$ cat config.mk
export PLATFORM = sky130hd
export DESIGN_NAME = alu_core
export DESIGN_NICKNAME = d
export VERILOG_FILES = /design/src/rtl/alu_core_pkg.sv /design/src/rtl/alu_adder.sv /design/src/rtl/alu_core.sv
export SDC_FILE = /design/constraint.sdc
export NUM_CORES = 1
export LEC_CHECK = 0
export ABC_AREA = 0
export ABC_CLOCK_PERIOD_IN_PS = 5300
export BUFFER_PORTS_ARGS = -buffer_cell sky130_fd_sc_hd__buf_2
export CORE_ASPECT_RATIO = 1.75
export CORE_MARGIN = 3
export CORE_UTILIZATION = 55
export CTS_CLUSTER_SIZE = 12
export DETAILED_ROUTE_END_ITERATION = 12
export MAX_ROUTING_LAYER = met4
export PLACE_DENSITY = 0.79
export SETUP_SLACK_MARGIN = 0.2
export SYNTH_ARGS = -nofsm -noshare
export SYNTH_HDL_FRONTEND = slang
export SYNTH_SLANG_ARGS = --single-unit
$ cat constraint.sdc
create_clock -name clk -period 5.3 [get_ports clk]
set_input_delay 0.53 -clock clk [delete_from_list [all_inputs] [get_ports clk]]
set_output_delay 0.53 -clock clk [all_outputs]
set_load 0.02 [all_outputs]
$ cat src/rtl/alu_core_pkg.sv
// Shared definitions for the accumulator ALU: flag indices, IR field positions,
// opcode encodings and the FSM state type.
package alu_core_pkg;

    // Bit positions within Flags
    localparam int ZERO  = 0;
    localparam int CARRY = 1;
    localparam int NEG   = 2;
    localparam int OV    = 3;

    // IR field positions
    localparam int CLS_HI = 7;
    localparam int CLS_LO = 6;
    localparam int SRC_HI = 5;
    localparam int SRC_LO = 2;
    localparam int FN_HI  = 1;
    localparam int FN_LO  = 0;

    localparam logic [1:0] CLS_ARITH = 2'b01;
    localparam logic [1:0] CLS_LOGIC = 2'b10;
    localparam logic [1:0] CLS_SHIFT = 2'b11;

    localparam logic [3:0] SRC_MEM = 4'b0000;
    localparam logic [3:0] SRC_IMM = 4'b0001;

    // Whole-opcode encodings; all live in class 2'b00
    localparam logic [7:0] LOAD_X  = 8'h01;
    localparam logic [7:0] LOAD_I  = 8'h02;
    localparam logic [7:0] STORE_X = 8'h03;
    localparam logic [7:0] STORE_I = 8'h04;
    localparam logic [7:0] JMP     = 8'h05;
    localparam logic [7:0] JZ      = 8'h06;
    localparam logic [7:0] JC      = 8'h07;
    localparam logic [7:0] JN      = 8'h08;
    localparam logic [7:0] JV      = 8'h09;

    typedef enum logic {IDLE, UPDATE} state_t;

endpackage

$ cat src/rtl/alu_adder.sv
// Combinational adder/subtractor shared by ADD, SUB, ADDC and SUBC.
// sub inverts b; the caller supplies the carry-in (1 for plain SUB).
module alu_adder #(
    parameter int DATA_WIDTH = 8
) (
    input  logic [DATA_WIDTH-1:0] a,
    input  logic [DATA_WIDTH-1:0] b,
    input  logic                  cin,
    input  logic                  sub,
    output logic [DATA_WIDTH-1:0] sum,
    output logic                  cout,
    output logic                  ov
);

    logic [DATA_WIDTH-1:0] b_eff;

    assign b_eff       = sub ? ~b : b;
    assign {cout, sum} = {1'b0, a} + {1'b0, b_eff} + {{DATA_WIDTH{1'b0}}, cin};
    // Overflow when both addends share a sign that the result does not
    assign ov          = (a[DATA_WIDTH-1] == b_eff[DATA_WIDTH-1]) &&
                         (sum[DATA_WIDTH-1] != a[DATA_WIDTH-1]);

endmodule

$ cat src/rtl/alu_core.sv
// Accumulator execution unit: decodes IR on an Exec pulse, updates AR/Flags, pulses Done.
// Optional shift class enabled by defining ALU_SHIFT_EN.
module alu_core
    import alu_core_pkg::*;
#(
    parameter int DATA_WIDTH = 8,
    parameter int INST_WIDTH = 8
) (
    input  logic                  clk,
    input  logic                  arst,
    input  logic                  Exec,
    input  logic [INST_WIDTH-1:0] IR,
    input  logic [DATA_WIDTH-1:0] IBR,
    input  logic [DATA_WIDTH-1:0] MBR,
    output logic [DATA_WIDTH-1:0] AR,
    output logic [3:0]            Flags,
    output logic                  Done
);

    state_t                state, state_n;
    logic                  load, hit, src_ok;
    logic [1:0]            cls, fn;
    logic [3:0]            src;
    logic [DATA_WIDTH-1:0] op, res, sum;
    logic                  c_n, v_n, cout, ov, add_cin;
    logic [3:0]            flg_n;

    assign cls     = IR[CLS_HI:CLS_LO];
    assign src     = IR[SRC_HI:SRC_LO];
    assign fn      = IR[FN_HI:FN_LO];
    assign op      = (src == SRC_IMM) ? IBR : MBR;
    assign src_ok  = (src == SRC_MEM) || (src == SRC_IMM);
    // ADD=0, SUB=1, ADDC/SUBC take the stored carry
    assign add_cin = fn[1] ? Flags[CARRY] : fn[0];

    alu_adder #(.DATA_WIDTH(DATA_WIDTH)) u_adder (
        .a    (AR),
        .b    (op),
        .cin  (add_cin),
        .sub  (fn[0]),
        .sum  (sum),
        .cout (cout),
        .ov   (ov)
    );

    always_comb begin
        res = AR;
        c_n = Flags[CARRY];
        v_n = Flags[OV];
        hit = 1'b0;
        case (IR)
            LOAD_X: begin res = MBR; hit = 1'b1; end
            LOAD_I: begin res = IBR; hit = 1'b1; end
            STORE_X, STORE_I, JMP, JZ, JC, JN, JV: hit = 1'b0;
            default: begin
                if (cls == CLS_ARITH && src_ok) begin
                    res = sum;
                    c_n = cout;
                    v_n = ov;
                    hit = 1'b1;
                end else if (cls == CLS_LOGIC && src_ok) begin
                    case (fn)
                        2'b00:   res = ~(AR | op);
                        2'b01:   res = ~(AR & op);
                        2'b10:   res = AR ^ op;
                        default: res = ~(AR ^ op);
                    endcase
                    v_n = 1'b0;
                    hit = 1'b1;
                end
`ifdef ALU_SHIFT_EN
                else if (cls == CLS_SHIFT && src == SRC_MEM) begin
                    case (fn)
                        2'b00:   begin res = AR << 1; c_n = AR[DATA_WIDTH-1]; end
                        2'b01:   begin res = AR >> 1; c_n = AR[0]; end
                        2'b10:   begin res = {AR[DATA_WIDTH-2:0], Flags[CARRY]}; c_n = AR[DATA_WIDTH-1]; end
                        default: begin res = {Flags[CARRY], AR[DATA_WIDTH-1:1]}; c_n = AR[0]; end
                    endcase
                    v_n = 1'b0;
                    hit = 1'b1;
                end
`endif
            end
        endcase
        flg_n        = Flags;
        flg_n[ZERO]  = (res == '0);
        flg_n[NEG]   = res[DATA_WIDTH-1];
        flg_n[CARRY] = c_n;
        flg_n[OV]    = v_n;
    end

    // Exec seen while in UPDATE is dropped
    always_comb begin
        state_n = state;
        load    = 1'b0;
        case (state)
            IDLE: begin
                if (Exec && hit) begin
                    state_n = UPDATE;
                    load    = 1'b1;
                end
            end
            default: state_n = IDLE;
        endcase
    end

    always_ff @(posedge clk) begin
        if (arst) state <= IDLE;
        else      state <= state_n;
    end

    always_ff @(posedge clk) begin
        if (arst) begin
            AR    <= '0;
            Flags <= '0;
        end else if (load) begin
            AR    <= res;
            Flags <= flg_n;
        end
    end

    assign Done = (state == UPDATE);

endmodule

After elaboration in Yosys (flattened, before gate mapping):

Index checks and enable logic that the tools add are counted.

* logic and storage cells: 59
* register bits after elaboration: 13
* output and inout bits: 13
* bits of input ports: 27

* eq/ne operators: 16
* multiplexer cells: 14
* reductions and logical operators: 14
* add/subtract/negate cells: 2
* bitwise operators: 8

Operator list (number)
* 8-bit one-hot mux with 3 select lines: 2
* 8-bit by 3-bit == test with 1-bit output, second input constant: 4
* 8-bit 2-to-1 mux: 4
* 8-bit inverter: 4
* 8-bit by 2-bit == test with 1-bit output, second input constant: 2
* 8-bit by 4-bit == test with 1-bit output, second input constant: 2
* 8-bit by 8-bit adder with 9-bit output: 1
* 9-bit by 1-bit adder with 9-bit output: 1
* 9-bit OR reduction: 1
* 8-bit AND: 1
* 8-bit by 1-bit == test with 1-bit output, second input constant: 1
* 8-bit logical NOT: 1
* 8-bit OR: 1
* 8-bit XOR: 1
* 1-bit 2-to-1 mux: 7
* 7-bit OR reduction: 1
* 3-bit AND reduction: 2
* 2-bit by 1-bit == test with 1-bit output, second input constant: 2
* 2-bit == test, second input constant: 2
* 4-bit by 1-bit == test with 1-bit output, second input constant: 1
* 1-bit logical AND: 4
* 4-bit logical NOT: 1
* 2-bit logical NOT: 1
* 1-bit one-hot mux with 2 select lines: 1
* other kinds (6): 6

Longest topological paths before layout:

Gate-level depths: netlist (run 1).

* depth after elaboration: 10
* gate-level depth with buffers: 15

Cells and area by module:

From an unflattened synthesis (run 1), not the netlist that was laid out.

* cell total of the unflattened synthesis: 269
* area total of the unflattened synthesis: 2148.3 µm²

Modules (own cells, without submodules)
* alu_core: area each 1675.4 µm², seq. area each 240.2 µm², times used 1, cells each 209
* alu_adder: area each 473.0 µm², seq. area each 0.0 µm², times used 1, cells each 60

Worst setup path before layout (run 1):

Ideal clock, no wire load.

* kind: in2reg
* start: input port IR[3]
* end: register Flags[0]
* stages on the path: 15
* library setup time: 0.061 ns
* arrival time: 3.740 ns
* path slack: 1.499 ns
* path buffers: 2
* path through: buf_6 nor3_1 and2_1 buf_2 mux2i_1 xnor2_1 fa_1 fa_1 xnor2_1 a31oi_1 or2_2 a32oi_1 nand4_1 nor4_1 a32o_1

* cells in the longest elaborated chain, start to end: 9
* elaborated cells on any way between the ends: 38
* those cells by class: add/sub: 2; eq/ne: 10; mux: 11; bitwise: 7; reduce/logical: 8

RTL lines
* start: declaration: line alu_core.sv:12 `input logic [INST_WIDTH-1:0] IR,`
* 4-bit by 1-bit == test with 1-bit output / 4-bit logical NOT (equally long branches): line alu_core.sv:31, alu_core.sv:32
* 8-bit 2-to-1 mux / 1-bit logical OR (equally long branches): line alu_core.sv:31, alu_core.sv:32
* 8-bit inverter, or another cell as far along: line alu_adder.sv:17 `assign b_eff = sub ? ~b : b;`
* 8-bit 2-to-1 mux, or another cell as far along: line alu_adder.sv:17
* 8-bit by 8-bit adder with 9-bit output, or another cell as far along: line alu_adder.sv:18 `assign {cout, sum} = {1'b0, a} + {1'b0, b_eff} + {{DATA_WIDTH{1'b0}}, cin};`
* 9-bit by 1-bit adder with 9-bit output, or another cell as far along: line alu_adder.sv:18
* 8-bit 2-to-1 mux / 1-bit logical AND (equally long branches): line alu_core.sv:56, alu_core.sv:98
* 8-bit one-hot mux with 3 select lines / 1-bit 2-to-1 mux (equally long branches): line alu_core.sv:51, alu_core.sv:98
* 8-bit logical NOT / 1-bit 2-to-1 mux (equally long branches): line alu_core.sv:86, alu_core.sv:96
* end signal: assignment: line alu_core.sv:118 `Flags <= flg_n;`
* end: declaration: line alu_core.sv:16 `output logic [3:0] Flags,`

Several ways; a longest one is shown, not always the timed one.
A chain may end at the register's enable or synchronous reset.

Worst setup path in the final report (run 1):

* start: input port IR[5]
* end: register Flags[0]

Same word-level chain as after synthesis.

==> results of run 1 <==
==> sequential cells by signal (all words and copies together) (netlist names) <==
register and cells:
AR 8, Flags 3, Done 1
==> cell usage in the layout, fill, tap and decap left out, types with 2 or more instances in the layout <==
| cell | Yosys | final |
|---|---|---|
| a21o_1 | 5 | 5 |
| nor4_1 | 2 | 2 |
| nor3b_1 | 4 | 4 |
| ha_1 | 24 | 24 |
| and3_1 | 3 | 3 |
| a21oi_1 | 15 | 15 |
| o21bai_1 | 2 | 2 |
| buf_2 | 7 | 39 |
| nor2b_1 | 6 | 6 |
| a32oi_1 | 3 | 3 |
| o31ai_1 | 3 | 3 |
| nand3_1 | 4 | 4 |
| xnor2_1 | 12 | 12 |
| a22o_1 | 3 | 3 |
| xor2_1 | 10 | 10 |
| dfxtp_1 | 12 | 12 |
| inv_1 | 21 | 21 |
| o211ai_1 | 3 | 3 |
| or3_1 | 2 | 2 |
| a211o_1 | 3 | 3 |
| o21ai_0 | 15 | 15 |
| a31oi_1 | 3 | 3 |
| a221oi_1 | 5 | 5 |
| a211oi_1 | 6 | 6 |
| mux2i_1 | 11 | 11 |
| nor2_1 | 26 | 26 |
| o22ai_1 | 2 | 2 |
| and2_1 | 2 | 2 |
| or2_2 | 4 | 4 |
| fa_1 | 2 | 2 |
| a32o_1 | 4 | 4 |
| nand2_1 | 19 | 19 |
| nand3b_1 | 2 | 2 |
| clkbuf_8 | 0 | 4 |
==> worst min path at each step <==
stage	startpoint	end
after CTS	Flags[3]	Flags[3]
after global placement	Flags[3]	Flags[3]
after detailed placement	Flags[3]	Flags[3]
after global routing	Flags[0]	Flags[0]
after floorplan	Flags[3]	Flags[3]
final	Flags[3]	Flags[3]
==> cells in the mapped netlist (4+ instances only) <==
| cell type | n | area, um2 |
|---|---|---|
| nor2_1 | 26 | 97.6 |
| ha_1 | 24 | 300 |
| inv_1 | 21 | 78.8 |
| nand2_1 | 19 | 71.3 |
| a21oi_1 | 15 | 75.1 |
| o21ai_0 | 15 | 75.1 |
| dfxtp_1 | 12 | 240 |
| xnor2_1 | 12 | 105 |
| mux2i_1 | 11 | 110 |
| xor2_1 | 10 | 87.6 |
| buf_2 | 7 | 35.0 |
| clkbuf_1 | 7 | 26.3 |
| a211oi_1 | 6 | 45.0 |
| nor2b_1 | 6 | 37.5 |
| a21o_1 | 5 | 37.5 |
| a221oi_1 | 5 | 43.8 |
| a32o_1 | 4 | 40.0 |
| nand3_1 | 4 | 20.0 |
| nor3b_1 | 4 | 30.0 |
| or2_2 | 4 | 25.0 |
==> critical path, cell delays in order <==
cell and delay [ns]:
buf_2 0.12, nor3_1 0.44, and2_1 0.53, mux2i_1 0.38
xnor2_1 0.13, fa_1 0.47, fa_1 0.44, xnor2_1 0.18
a31oi_1 0.09, or2_2 0.29, a32oi_1 0.23, nand4_1 0.14
nor4_1 0.25, a32o_1 0.15
==> area by class of cell <==
class                           count  area (um2)
Timing Repair Buffer               40         203
Inverter                           21        78.8
Sequential cell                    12         240
Fill cell                         348        1310
Tap cell                           46        57.6
Multi-Input combinational cell    225        1680
Clock buffer                        4        55.1
==> layer usage <==
layer	global-route usage	vias to the layer above
li1	-	1055
met1	0.298	1016
met2	0.454	78
met3	0.0221	10
met4	0.105	0
met5	-	-
==> logic make-up after synthesis <==
group                      share of synthesized area
and+or+nand+nor                                0.200
muxes                                         0.0525
DFF                                            0.115
buffers and inverters                         0.0830
xor gates and xnor gates                      0.0919
AOI/OAI and AO/OA                              0.296
adders and majority gates                      0.162
==> through the flow <==
step / instances / cell area, um2 / utilization / worst slack, ns / hold WS, ns
global route: 348 / 2320 / 0.638 / 0.786 / 0.535
finish: 348 / 2320 / 0.638 / 1.11 / 0.499
CTS: 348 / 2320 / 0.638 / 1.15 / 0.492
detailed placement: 344 / 2260 / 0.623 / 0.909 / 0.477
global placement: 344 / 2260 / 0.623 / 1.04 / 0.474
floorplan: 276 / 2100 / - / 1.50 / 0.580
==> report_power, final <==
part,switching (mW),leakage [nW],internal (mW),total (mW)
combinational,0.0718,0.911,0.0508,0.123
sequential,0.00209,0.0968,0.0914,0.0935
clock,0.0309,0.0288,0.0654,0.0963
total,0.105,1.04,0.208,0.312
==> impl_metrics.csv, run 1 <==
group,metric,value,unit
placement,gp_congestion,0.911,
sta,fin_worst_skew,0.00511,ns
grt,grt.total_usage,0.261,
sta,report.final.setup_viol,0,
cts,cts_inserted_buffers,3,
detailed_routing,drtIter0Drc,67,
detailed_routing,met3_wirelength,300,um
sta,grt_setup_unrepaired,"false",
die,die_h,87.7,um
min_path,timing.hold.worst.class,"register to register",
sta,timing.final.crit_share,0.791,
worst_setup_path,critPathArrivalTime,4.38,ns
min_path,hold_depth,2,
cts,ctsRootBufferMaster,"clkbuf_8",
sta,final_max_slew_viol_count,0,
cts,number_of_gates_resized_after_cts,0,
final_layout,final_layout_size_suffix_gt1_frac,0.185,
worst_setup_path,critical_path.endpoint_type,"register",
detailed_routing,drt-wirelength-per-cell,15.9,um
power_and_ir_drop,ir_drop,0.131,mV
synth,synth-seq-cells,12,
cts,cts-htree-levels,1,
cts,cts.sinks,12,
die,num_io_pins,40,
detailed_routing,top_layer_used,"met4",
die,die_area,4620,um2
cts,clock_slew_at_the_register_clock_pins_of_the_worst_setup_and_hold_paths,0.05,ns
worst_setup_path,worst_ep_required,5.48,ns
detailed_routing,detail_route.wirelength.met1,2.25,mm
detailed_routing,postRouteAntennaNets,0,
grt,grt_pass1_vias,2024,
synth,synthArstFlopShare,0,
worst_setup_path,setup.worst_path.end,"Flags[0]",
cts,clock_insertion_delay_worst_skew,0.24,ns
die,fp-row-count,29,
die,initial_utilization,0.578,
detailed_routing,drt_pre_antenna_iters,4,
detailed_routing,route.detailed.drc,0,
detailed_routing,vias,2159,
die,floorplan.core_area,3630,um2
power_and_ir_drop,power_leakage,1.04,nW
synth,avgSynthCellArea,7.59,um2
synth,postSynthCellCount,276,
placement,dp_hpwl,4.38,mm
grt,grt_pass1_wl,9.16,mm
synth,synth-seq-area-share,0.115,
worst_setup_path,r2r_end,"Flags[0]",
sta,final_critical_path_time_including_i_o_delays_and_setup,4.19,ns
detailed_routing,detail_route.vias_per_cell,6.20,
worst_setup_path,worst_setup_path_startpoint,"IR[5]",
final_layout,antennaDiodeCount,0,
worst_setup_path,timing.reg2reg.setup_slack,2.56,ns
synth,syn-num-nets,329,
detailed_routing,routed_wl,5.53,mm
synth,synth.distinct_cells,57,
worst_setup_path,crit-reg2reg-launch,"Flags[1]",
grt,largest_net_degree_at_the_start_of_global_routing,43,
power_and_ir_drop,p_total,312,uW
final_layout,final_nets,356,
worst_setup_path,reg2regPathDepth,10,
sta,max_freq,238,MHz
worst_setup_path,worst-path-max-fanout,9,
worst_setup_path,setup.worst_path.start_class,"primary input",
cts,cts_tree,"done",
cts,hold_fix_buffers_cts,0,
run,maxCapViolations,0,
die,die_width,52.7,um
synth,synth.yosys.warnings,0,
placement,port_buffers,39,
grt,grt_overflow_total,0,
sta,hold_violations,0,
synth,synth_edf_count,0,
run_status,run_status,"finished, final reports clean",
power_and_ir_drop,powerDensity,135,nW/um2
synth,postSynth.topFlopCell,"dfxtp_1",
detailed_routing,met2_wirelength,2.87,mm
grt,antenna_found_initial,0,
sta,slew_headroom,0.342,
synth,syn-cell-area,2100,um2
cts,maximum_root_to_sink_buffer_count,2,
final_layout,area_delta_synth_final,10.5,%
worst_setup_path,critical_path_class,"primary input to register",
sta,worst_pin_slew,0.962,ns
sta,tns,0,ns
cts,post-cts-setup-buffers,0,
No activity file was read; power rests on OpenSTA's default activity.
==> inputs of run 2 (changes only) <==
--- a/config.mk
+++ b/config.mk
@@ -6,15 +6,15 @@
 export NUM_CORES = 1
 export LEC_CHECK = 0
 export ABC_AREA = 0
-export ABC_CLOCK_PERIOD_IN_PS = 5300
+export ABC_CLOCK_PERIOD_IN_PS = 3400
 export BUFFER_PORTS_ARGS = -buffer_cell sky130_fd_sc_hd__buf_2
 export CORE_ASPECT_RATIO = 1.75
 export CORE_MARGIN = 3
-export CORE_UTILIZATION = 55
+export CORE_UTILIZATION = 51
 export CTS_CLUSTER_SIZE = 12
 export DETAILED_ROUTE_END_ITERATION = 12
 export MAX_ROUTING_LAYER = met4
-export PLACE_DENSITY = 0.79
+export PLACE_DENSITY = 0.77
 export SETUP_SLACK_MARGIN = 0.2
 export SYNTH_ARGS = -nofsm -noshare
 export SYNTH_HDL_FRONTEND = slang
==> constraint.sdc (replaced) <==
create_clock -name clk -period 3.4 [get_ports clk]
set_input_delay 0.34 -clock clk [delete_from_list [all_inputs] [get_ports clk]]
set_output_delay 0.34 -clock clk [all_outputs]
set_load 0.02 [all_outputs]
==> run 2 against run 1 <==
Compared with the run above: sequential share of layout area decreased by 0.91 points; first-iteration DRC count grew 70%; total power is 64% higher; die area rose by 7.1%; register-to-register slack got worse by 1.8 ns; worst hold slack worse by 0.065 ns; clock-buffer cell count decreased by 1; cell count rose by 4.9%; sequential power grew 56%; routed wire length up 16%; clock skew shrank 0.0030 ns; via count grew 4.5%; largest power group unchanged.
==> impl_metrics.csv, run 2 (synthesis results as in run 1) <==
group,metric,value,unit
worst_setup_path,worst-path-max-fanout,3,
die,die_h,90.8,um
die,num_io_pins,40,
sta,fin_worst_skew,0.00215,ns
power_and_ir_drop,p_total,511,uW
power_and_ir_drop,switching_power,191,uW
worst_setup_path,worst_ep_required,3.59,ns
grt,grt_pass1_vias,2250,
sta,hold_violations,0,
power_and_ir_drop,combinationalPowerShare,0.448,
cts,maximum_root_to_sink_buffer_count,2,
final_layout,final_nets,372,
cts,clock_slew_at_the_register_clock_pins_of_the_worst_setup_and_hold_paths,0.05,ns
power_and_ir_drop,p_sw_frac,0.373,
detailed_routing,routed_wl,6.41,mm
detailed_routing,met3_wirelength,372,um
power_and_ir_drop,powerDensity,201,nW/um2
power_and_ir_drop,power_leakage,1.14,nW
cts,cts_tree,"done",
sta,report.final.setup_viol,0,
final_layout,leading_cell_types_in_the_layout_fill_and_taps_excluded,"buf_2 (39), nor2_1 (26), ha_1 (24), inv_1 (21), nand2_1 (19)",
detailed_routing,postRouteAntennaNets,0,
power_and_ir_drop,clock_power_share,0.267,
die,floorplan.core_area,3900,um2
sta,grt_setup_unrepaired,"false",
placement,gp_congestion,0.930,
grt,grt.total_usage,0.283,
final_layout,top_register,"AR",
sta,timing.final.crit_share,0.903,
worst_setup_path,critical_path.endpoint_type,"register",
final_layout,mostFrequentLayoutCell,"buf_2",
cts,ctsRootBufferMaster,"clkbuf_8",
detailed_routing,vias,2256,
power_and_ir_drop,internal_power,321,uW
min_path,min_from,"arst",
worst_setup_path,setup.worst_path.start_class,"primary input",
detailed_routing,met2_wirelength,3.40,mm
power_and_ir_drop,share_seq_of_total_power,0.285,
detailed_routing,top_layer_used,"met4",
placement,dp_hpwl,4.70,mm
grt,grt_pass1_wl,10.3,mm
die,die_area,4940,um2
final_layout,area_delta_synth_final,21.1,%
worst_setup_path,crit-reg2reg-launch,"Flags[1]",
worst_setup_path,worst_setup_path_startpoint,"IR[3]",
final_layout,antennaDiodeCount,0,
detailed_routing,drtIter0Drc,114,
run_status,run_status,"finished, final reports clean",
detailed_routing,drt_pre_antenna_iters,7,
detailed_routing,detail_route.wirelength.met1,2.36,mm
die,initial_utilization,0.537,
sta,final_max_slew_viol_count,0,
worst_setup_path,critical_path_class,"primary input to register",
sta,slew_headroom,0.417,
cts,cts_inserted_buffers,3,
min_path,timing.hold.worst.class,"primary input to register",
sta,tns,0,ns
grt,grt_overflow_total,0,
final_layout,fill_cells,382,
die,die_width,54.5,um
cts,cts-htree-levels,1,
placement,port_buffers,39,
grt,antenna_found_initial,0,
final_layout,final_layout_size_suffix_gt1_frac,0.274,
cts,cts.sinks,12,
power_and_ir_drop,ir_drop,0.188,mV
final_layout,largest_register_ff_count,8,
cts,clock_insertion_delay_worst_skew,0.25,ns
worst_setup_path,critPathArrivalTime,3.26,ns
sta,max_freq,326,MHz
sta,worst_pin_slew,0.852,ns
detailed_routing,route.detailed.drc,0,
grt,largest_net_degree_at_the_start_of_global_routing,42,
die,fp-row-count,30,
detailed_routing,drt-wirelength-per-cell,17.6,um
sta,final_critical_path_time_including_i_o_delays_and_setup,3.07,ns
run,maxCapViolations,0,
detailed_routing,detail_route.vias_per_cell,6.18,
[run 2: cell types whose count changed in the layout (fill, tap and decap cells not counted), sizes merged]
cell    before  now
buf         40   56
clkbuf       4    3
[run 2: timing repair]
action	CTS	global route
resized for setup	10	6
hold buffers	0	0
setup endpoints to repair	1	3
pin swaps	11	6
setup buffers	3	0
[run 2: layer usage]
layer | track usage | vias to the layer above
met3 | 0.0496 | 29
met4 | 0.166 | 0
li1 | - | 1080
met2 | 0.460 | 87
met1 | 0.303 | 1060
met5 | - | -
[run 2: path summary, 6_finish.rpt]
| check | to | slack [ns] | cells after the start |
|---|---|---|---|
| setup / recovery | Flags[0] | 0.33 | 14 |
| hold reg to reg | Flags[3] | 0.49 | 2 |
| setup reg to reg | Flags[0] | 0.78 | 10 |
| hold / removal | Done | 0.43 | 2 |
[run 2: through the flow]
stage	util	setup slack (ns)	instance area (um2)	instances	hold WS, ns
global placement	0.615	-0.167	2400	359	0.469
detailed placement	0.615	-0.187	2400	359	0.483
CTS	0.644	0.205	2510	365	0.437
global route	0.650	0.195	2540	365	0.450
floorplan	-	0.241	2130	276	0.517
finish	0.650	0.331	2540	365	0.434
[run 2: final cells by class]
| type | instances | area, um2 | share of cell area |
|---|---|---|---|
| sequential | 12 | 240 | 0.0946 |
| timing repair buffer | 56 | 335 | 0.132 |
| tap | 48 | 60.1 | 0.0237 |
| clock buffer | 3 | 41.3 | 0.0163 |
| inverter | 21 | 78.8 | 0.0310 |
| multi-input combinational | 225 | 1780 | 0.702 |
[run 2: critical path: stages]
cell and delay, ns:
buf_2 0.12, nor3_4 0.19, and2_4 0.20, mux2i_4 0.27, xnor2_2 0.10, fa_2 0.36, fa_2 0.37, a21o_1 0.18
a211oi_2 0.21, o311ai_2 0.14, o32ai_2 0.17, nand4_1 0.18, nor4_2 0.23, a32o_1 0.16
[run 2: power groups by stage]
stage,clock network [mW],registers (mW),logic [mW]
5_1_grt,0.148,0.146,0.251
2_1_floorplan,0,0.150,0.143
3_3_place_gp,0,0.149,0.208
4_1_cts,0.137,0.146,0.222
3_5_place_dp,0,0.149,0.212
6_report,0.136,0.146,0.229
